`src/rtl/kanagawa_fifo_debug_monitor.sv`:
```
// Debug monitor for a bank of same-clock FIFOs: sticky overflow/underflow flags,
// saturating error counters, shadow occupancy with high-watermark, first-error capture.
module kanagawa_fifo_debug_monitor #(
    parameter int NUM_CHANNELS = 4,
    parameter int DEPTH        = 32,
    parameter int COUNT_WIDTH  = 8,
    localparam int OCC_WIDTH   = $clog2(DEPTH + 1),
    localparam int SEL_WIDTH   = (NUM_CHANNELS > 1) ? $clog2(NUM_CHANNELS) : 1
) (
    input  logic                    clk,
    input  logic                    rst_n,
    input  logic [NUM_CHANNELS-1:0] full_in,
    input  logic [NUM_CHANNELS-1:0] wren_in,
    input  logic [NUM_CHANNELS-1:0] empty_in,
    input  logic [NUM_CHANNELS-1:0] rden_in,
    input  logic                    clear_in,
    input  logic [SEL_WIDTH-1:0]    sel_in,
    output logic [NUM_CHANNELS-1:0] overflow_out,
    output logic [NUM_CHANNELS-1:0] underflow_out,
    output logic                    error_out,
    output logic                    first_err_valid_out,
    output logic [SEL_WIDTH-1:0]    first_err_chan_out,
    output logic                    first_err_is_underflow_out,
    output logic [COUNT_WIDTH-1:0]  sel_err_count_out,
    output logic [OCC_WIDTH-1:0]    sel_occupancy_out,
    output logic [OCC_WIDTH-1:0]    sel_watermark_out
);

    localparam logic [OCC_WIDTH-1:0] OCC_MAX = OCC_WIDTH'(DEPTH);

    logic [NUM_CHANNELS-1:0] ovf_ev, unf_ev, wr_acc, rd_acc;
    logic [NUM_CHANNELS-1:0] ovf_q, unf_q, ovf_d, unf_d;
    logic                    error_q;

    logic [COUNT_WIDTH-1:0]  count_q   [NUM_CHANNELS];
    logic [COUNT_WIDTH-1:0]  count_d   [NUM_CHANNELS];
    logic [COUNT_WIDTH:0]    count_sum [NUM_CHANNELS];
    logic [OCC_WIDTH-1:0]    occ_q     [NUM_CHANNELS];
    logic [OCC_WIDTH-1:0]    occ_d     [NUM_CHANNELS];
    logic [OCC_WIDTH-1:0]    wm_q      [NUM_CHANNELS];
    logic [OCC_WIDTH-1:0]    wm_d      [NUM_CHANNELS];

    logic                    valid_q, valid_d;
    logic [SEL_WIDTH-1:0]    chan_q, chan_d;
    logic                    is_unf_q, is_unf_d;
    logic                    any_ev;
    logic [SEL_WIDTH-1:0]    hit_chan;
    logic                    hit_unf;

    logic [COUNT_WIDTH-1:0]  sel_count_q, sel_count_d;
    logic [OCC_WIDTH-1:0]    sel_occ_q, sel_occ_d;
    logic [OCC_WIDTH-1:0]    sel_wm_q, sel_wm_d;

    assign ovf_ev = wren_in & full_in;
    assign unf_ev = rden_in & empty_in;
    assign wr_acc = wren_in & ~full_in;
    assign rd_acc = rden_in & ~empty_in;

    // clear_in wipes the previous state, then same-cycle events are applied on top
    always_comb begin
        ovf_d = (clear_in ? '0 : ovf_q) | ovf_ev;
        unf_d = (clear_in ? '0 : unf_q) | unf_ev;
        for (int i = 0; i < NUM_CHANNELS; i++) begin
            count_sum[i] = {1'b0, (clear_in ? {COUNT_WIDTH{1'b0}} : count_q[i])}
                         + {{COUNT_WIDTH{1'b0}}, ovf_ev[i]}
                         + {{COUNT_WIDTH{1'b0}}, unf_ev[i]};
            count_d[i]   = count_sum[i][COUNT_WIDTH] ? '1 : count_sum[i][COUNT_WIDTH-1:0];

            occ_d[i] = occ_q[i];
            if (wr_acc[i] && !rd_acc[i] && occ_q[i] != OCC_MAX)
                occ_d[i] = occ_q[i] + OCC_WIDTH'(1);
            else if (rd_acc[i] && !wr_acc[i] && occ_q[i] != '0)
                occ_d[i] = occ_q[i] - OCC_WIDTH'(1);

            if (clear_in || occ_d[i] > wm_q[i])
                wm_d[i] = occ_d[i];
            else
                wm_d[i] = wm_q[i];
        end
    end

    // Descending scan so the lowest-index channel with an event wins
    always_comb begin
        any_ev   = |(ovf_ev | unf_ev);
        hit_chan = '0;
        hit_unf  = 1'b0;
        for (int i = NUM_CHANNELS - 1; i >= 0; i--) begin
            if (ovf_ev[i] || unf_ev[i]) begin
                hit_chan = SEL_WIDTH'(i);
                hit_unf  = !ovf_ev[i];
            end
        end

        valid_d  = valid_q;
        chan_d   = chan_q;
        is_unf_d = is_unf_q;
        if (clear_in) begin
            valid_d  = 1'b0;
            chan_d   = '0;
            is_unf_d = 1'b0;
        end
        if ((clear_in || !valid_q) && any_ev) begin
            valid_d  = 1'b1;
            chan_d   = hit_chan;
            is_unf_d = hit_unf;
        end
    end

    // Readout reflects the post-update state of the selected channel
    always_comb begin
        sel_count_d = '0;
        sel_occ_d   = '0;
        sel_wm_d    = '0;
        if (int'(sel_in) < NUM_CHANNELS) begin
            sel_count_d = count_d[sel_in];
            sel_occ_d   = occ_d[sel_in];
            sel_wm_d    = wm_d[sel_in];
        end
    end

    always_ff @(posedge clk or negedge rst_n) begin
        if (!rst_n) begin
            ovf_q       <= '0;
            unf_q       <= '0;
            error_q     <= 1'b0;
            valid_q     <= 1'b0;
            chan_q      <= '0;
            is_unf_q    <= 1'b0;
            sel_count_q <= '0;
            sel_occ_q   <= '0;
            sel_wm_q    <= '0;
            for (int i = 0; i < NUM_CHANNELS; i++) begin
                count_q[i] <= '0;
                occ_q[i]   <= '0;
                wm_q[i]    <= '0;
            end
        end else begin
            ovf_q       <= ovf_d;
            unf_q       <= unf_d;
            error_q     <= (|ovf_d) | (|unf_d);
            valid_q     <= valid_d;
            chan_q      <= chan_d;
            is_unf_q    <= is_unf_d;
            sel_count_q <= sel_count_d;
            sel_occ_q   <= sel_occ_d;
            sel_wm_q    <= sel_wm_d;
            for (int i = 0; i < NUM_CHANNELS; i++) begin
                count_q[i] <= count_d[i];
                occ_q[i]   <= occ_d[i];
                wm_q[i]    <= wm_d[i];
            end
        end
    end

    assign overflow_out               = ovf_q;
    assign underflow_out              = unf_q;
    assign error_out                  = error_q;
    assign first_err_valid_out        = valid_q;
    assign first_err_chan_out         = chan_q;
    assign first_err_is_underflow_out = is_unf_q;
    assign sel_err_count_out          = sel_count_q;
    assign sel_occupancy_out          = sel_occ_q;
    assign sel_watermark_out          = sel_wm_q;

endmodule

```
`config.mk`:
```
export PLATFORM = sky130hd
export DESIGN_NAME = kanagawa_fifo_debug_monitor
export DESIGN_NICKNAME = d
export VERILOG_FILES = /design/src/rtl/kanagawa_fifo_debug_monitor.sv
export SDC_FILE = /design/constraint.sdc
export NUM_CORES = 1
export LEC_CHECK = 0
export ABC_AREA = 1
export BUFFER_PORTS_ARGS = -buffer_cell sky130_fd_sc_hd__buf_4
export CORE_UTILIZATION = 40
export DETAILED_ROUTE_END_ITERATION = 16
export GPL_ROUTABILITY_DRIVEN = 0
export GPL_TIMING_DRIVEN = 0
export PLACE_DENSITY = 0.66
export SLEW_MARGIN = 40
export SYNTH_ARGS = -nofsm -noshare
export SYNTH_HDL_FRONTEND = slang
export SYNTH_SLANG_ARGS = --single-unit
```
`constraint.sdc`:
```
create_clock -name clk -period 3.7 [get_ports clk]
set_input_delay 0.74 -clock clk [delete_from_list [all_inputs] [get_ports clk]]
set_output_delay 0.74 -clock clk [all_outputs]
set_load 0.02 [all_outputs]
```
* After elaboration in Yosys (flattened, before gate mapping)
Index checks and enable logic that the tools add are counted.
** Storage, ports and cells
- Register bits :: 113
- Word-level logic and storage cells :: 148
** Cells by class
- Add/subtract/negate cells :: 16
- Order comparisons :: 5
- Equal/unequal tests :: 4
- Multiplexer cells :: 44
- Bitwise logic cells :: 11
- Reduce and logical (&&, ||, !) cells :: 47
** Operator list (number)
- $mux W6 :: 16
- $mux W8 :: 10
- $add A8 B1 Y9 :: 4
- $add A9 B1 Y9 :: 4
- $add A6 B1 Y6 const B :: 4
- $bmux W6 S2 :: 2
- $gt A6 B6 Y1 :: 4
- $ne A6 B6 Y1 const B :: 4
- $reduce_bool A6 Y1 :: 4
- $sub A6 B1 Y6 const B :: 4
- $logic_and A1 B1 Y1 :: 17
- $and A4 B4 Y4 :: 4
- $bmux W8 S2 :: 1
- $logic_not A1 Y1 :: 13
- $mux W2 :: 6
- $or A4 B4 Y4 :: 3
- $reduce_or A4 Y1 :: 3
- $logic_or A1 B1 Y1 :: 9
- $mux W4 :: 2
- $not A4 Y4 :: 2
- $mux W1 :: 7
- $ge A3 B3 Y1 const B :: 1
- $not A2 Y3 :: 1
- $reduce_bool A2 Y1 :: 1
- $or A1 B1 Y1 :: 1

* Logic depth before layout (Yosys ltp)
- Depth after elaboration :: 13
- Gate-level depth with buffers :: 25
- Mapped depth without buffers :: 25

* Worst setup path after synthesis
No wires, ideal clock.
- Kind :: input -> register
- Start :: in clear_in
- End :: reg sel_count_q[6] (netlist: sel_err_count_out[6])
- Data arrival time :: 2.763 ns
- Setup slack :: 0.816 ns
- Cell stages on the path :: 16
- Cells stage by stage :: buf_6 > inv_6 > buf_2 > buf_2 > nand2_1 > fa_1 > inv_1 > ha_1 > nand2_1 > nor2_2 > nand3_1 > xnor2_1 > nor2_1 > inv_1 > o21ai_1 > nand2_1
** RTL lines
- from (decl) :: RTL line 16 : input logic clear_in,
- to (signal assigned) :: RTL line 144 : sel_count_q <= sel_count_d;
- to (decl) :: RTL line 50 : logic [COUNT_WIDTH-1:0] sel_count_q, sel_count_d;

==> reports/qor.yml <==
slowest_delay_ns: 0.35
pin_count: 54
crit_slowest_cell: "a21oi_1"
grt_pass1_wl_microns: 29800
cts_tree: "done"
cp-end-kind: "register"
ant_nets: 0
antennaDiodeCount: 0
drtPass1Iterations: 5
setup_viol: 0
crit_arrival_ns: 3.56
required_ns: 3.99
nFillCells: 1748
critical_path_class: "input port to register"
syn_avg_cell_area_sq_um: 7.61
drt-total-wl_microns: 18600
period_minus_slack_ns: 3.27
synth_area_leaders: "dfrtp_1, nand2_1, nand3_1, inv_1, ha_1"
synth.yosys.warnings: 0
p_leak_nw: 4.69
port_buffers: 52
peakVddDrop_v: 0.000382
clk_latency_ns: 0.43
maxCapViolCount: 0
tightest_slew_ns: 0.674
nNetsFinal: 1101
finalMaxSlewViolations: 0
final_common_cell: "nand2_1"
routed_via_density: 4.96
ys_seq_area_share_pct: 38.6
max_freq_ghz: 0.306
fin_skew_ns: 0.00719
power_mw: 6.42
dp_hpwl_microns: 14100
drcViolationCount: 0
cts_hold_buf: 0
multi_input_area_sq_um: 3820
root_buffer: "clkbuf_16"
post-route-period-util_pct: 88.4
final_cell_mix: "nand2_1, inv_1, dfrtp_1, nand3_1, nor2_1"
grt_use_total_pct: 21.1
syn_area_sq_um: 7330
clkSinkCount: 113
grt_max_degree: 74
relSlewSlack_pct: 55.0
yosys.area.top_type: "dfrtp_1"
power.density_nw_per_um2: 739
postCtsSetupBuffers: 0
synth_cell_types: 45
clk_pin_slew_ns: 0.05
crit_top_cell: "nand2_1"
htreeDepth: 4
syn_to_final_growth_pct: 18.6
ff2ff_path_depth: 23
num_rows: 49
die-height_microns: 137
crit_path_start_kind: "input port"
die_area_sq_um: 18900
drive_gt1_share_pct: 15.7
routedWlPerCell_microns: 14.6
cts.path.max_buffers: 2
postLayoutCoreUtil_pct: 48.4
crit_fanout: 8
hold_viol_final: 0
start_util_pct: 40.8
synth-seq-cells: 113
synth_top_area_share_pct: 38.6
seqCellArea_sq_um: 2830
antenna_found_initial: 0
cts_buffers: 17
worstPathCellList: "buf_4 -> inv_1 -> nand2_1 -> a21oi_1 -> nand2_2 -> o21ai_0 -> nand2_1 -> nand2_1 -> inv_1 -> ha_1 -> nand2_1 -> nor2_1 -> o21ai_0 -> nand3_1 -> nand2_1 -> nand2_1 -> inv_1 -> nand2_1 -> nand3_1 -> nand3_1 -> nand2_1"
grt_pass1_vias: 5896
cts-resized-gates: 0
status: "finished clean"
coreArea_sq_um: 18000
via_count: 6328
syn_inst: 963
die-width_microns: 137
hold_class: "input port to async pin"
drtIter0Drc: 380
syn_nets: 1028
grt.overflow.total: 0
==> report_power, final <==
group / switching (mW) / leakage [nW] / internal [mW] / total (mW)
sequential: 0.259 / 1.37 / 1.60 / 1.86
combinational: 1.83 / 3.02 / 0.991 / 2.83
clock: 0.581 / 0.305 / 1.15 / 1.73
total: 2.67 / 4.69 / 3.75 / 6.42
==> stage by stage <==
step | cells | instance area (sq um) | TNS, ns | hold WS [ns] | worst slack (ns)
3_5_place_dp | 1246 | 8070 | 0 | 0.488 | 0.0966
6_report | 1277 | 8690 | 0 | 0.301 | 0.430
4_1_cts | 1277 | 8690 | 0 | 0.305 | 0.400
2_1_floorplan | 963 | 7330 | 0 | 0.444 | 0.816
3_3_place_gp | 1244 | 8010 | 0 | 0.478 | 0.0997
5_1_grt | 1277 | 8690 | -0.000175 | 0.327 | -0.000175
==> worst max-delay path, delay by kind of cell <==
kind	cells	cell delay [ns]
AO/OA/AOI/OAI	3	0.67
adder cells (fa/ha/maj)	1	0.27
buffers and inverters	4	0.43
AND/OR/NAND/NOR	13	1.43
==> layout make-up <==
class,instances,share of cell area [%]
inverters,145,6.32
repair buffers,54,5.21
well taps,229,3.30
flip-flops and latches,113,32.5
clock inverters,11,1.86
clock buffers,20,5.26
plain buffers,21,1.58
multi-input cells,684,43.9
==> per-layer routing <==
| metal | up-vias | GRT usage [%] | routed length [microns] |
|---|---|---|---|
| li1 | 3193 | - | - |
| met2 | 144 | 33.8 | 8650 |
| met3 | 26 | 4.82 | 919 |
| met4 | 0 | 6.72 | 289 |
| met1 | 2965 | 28.2 | 8780 |
| met5 | - | 0 | 0 |
==> Yosys cell counts (all sizes together) <==
master,number
a21oi,23
nor3,6
dfrtp,113
nand3b,3
clkbuf,8
o22ai,4
nand3,117
xor2,23
inv,144
o211ai,6
clkinv,1
o31ai,1
nand2,296
xnor2,7
a31oi,3
or2,3
buf,13
fa,4
nand4,14
a21boi,2
o211a,1
o21ai,42
o21bai,5
nor4,2
and2,3
ha,40
nor2,79
==> final timing paths <==
| check | from | to | slack, ns |
|---|---|---|---|
| max | empty_in[0] | sel_watermark_out[5] | 0.43 |
| min in group clk | underflow_out[3] | underflow_out[3] | 0.50 |
| min | rst_n | sel_err_count_out[6] | 0.30 |
| min reg2reg | underflow_out[3] | underflow_out[3] | 0.50 |
| max reg2reg | occ_q[12] | sel_watermark_out[5] | 0.47 |
| max in group asynchronous | rst_n | occ_q[11] | 2.85 |
==> registers in the layout (all words and copies together) (netlist names) <==
register and count:
wm_q 24, first_err_valid_out 1, sel_err_count_out 8, underflow_out 4, sel_watermark_out 6, first_err_chan_out 2, sel_occupancy_out 6, first_err_is_underflow_out 1
overflow_out 4, error_out 1, count_q 32, occ_q 24
==> cell families after synthesis <==
family | synth area share, %
flip-flops | 38.6
adder cells (fa/ha/maj) | 7.92
XOR/XNOR | 4.10
buffers and inverters | 9.37
AND/OR/NAND/NOR | 33.2
AO/OA/AOI/OAI | 6.83
Power figures use the tool's default switching activity.
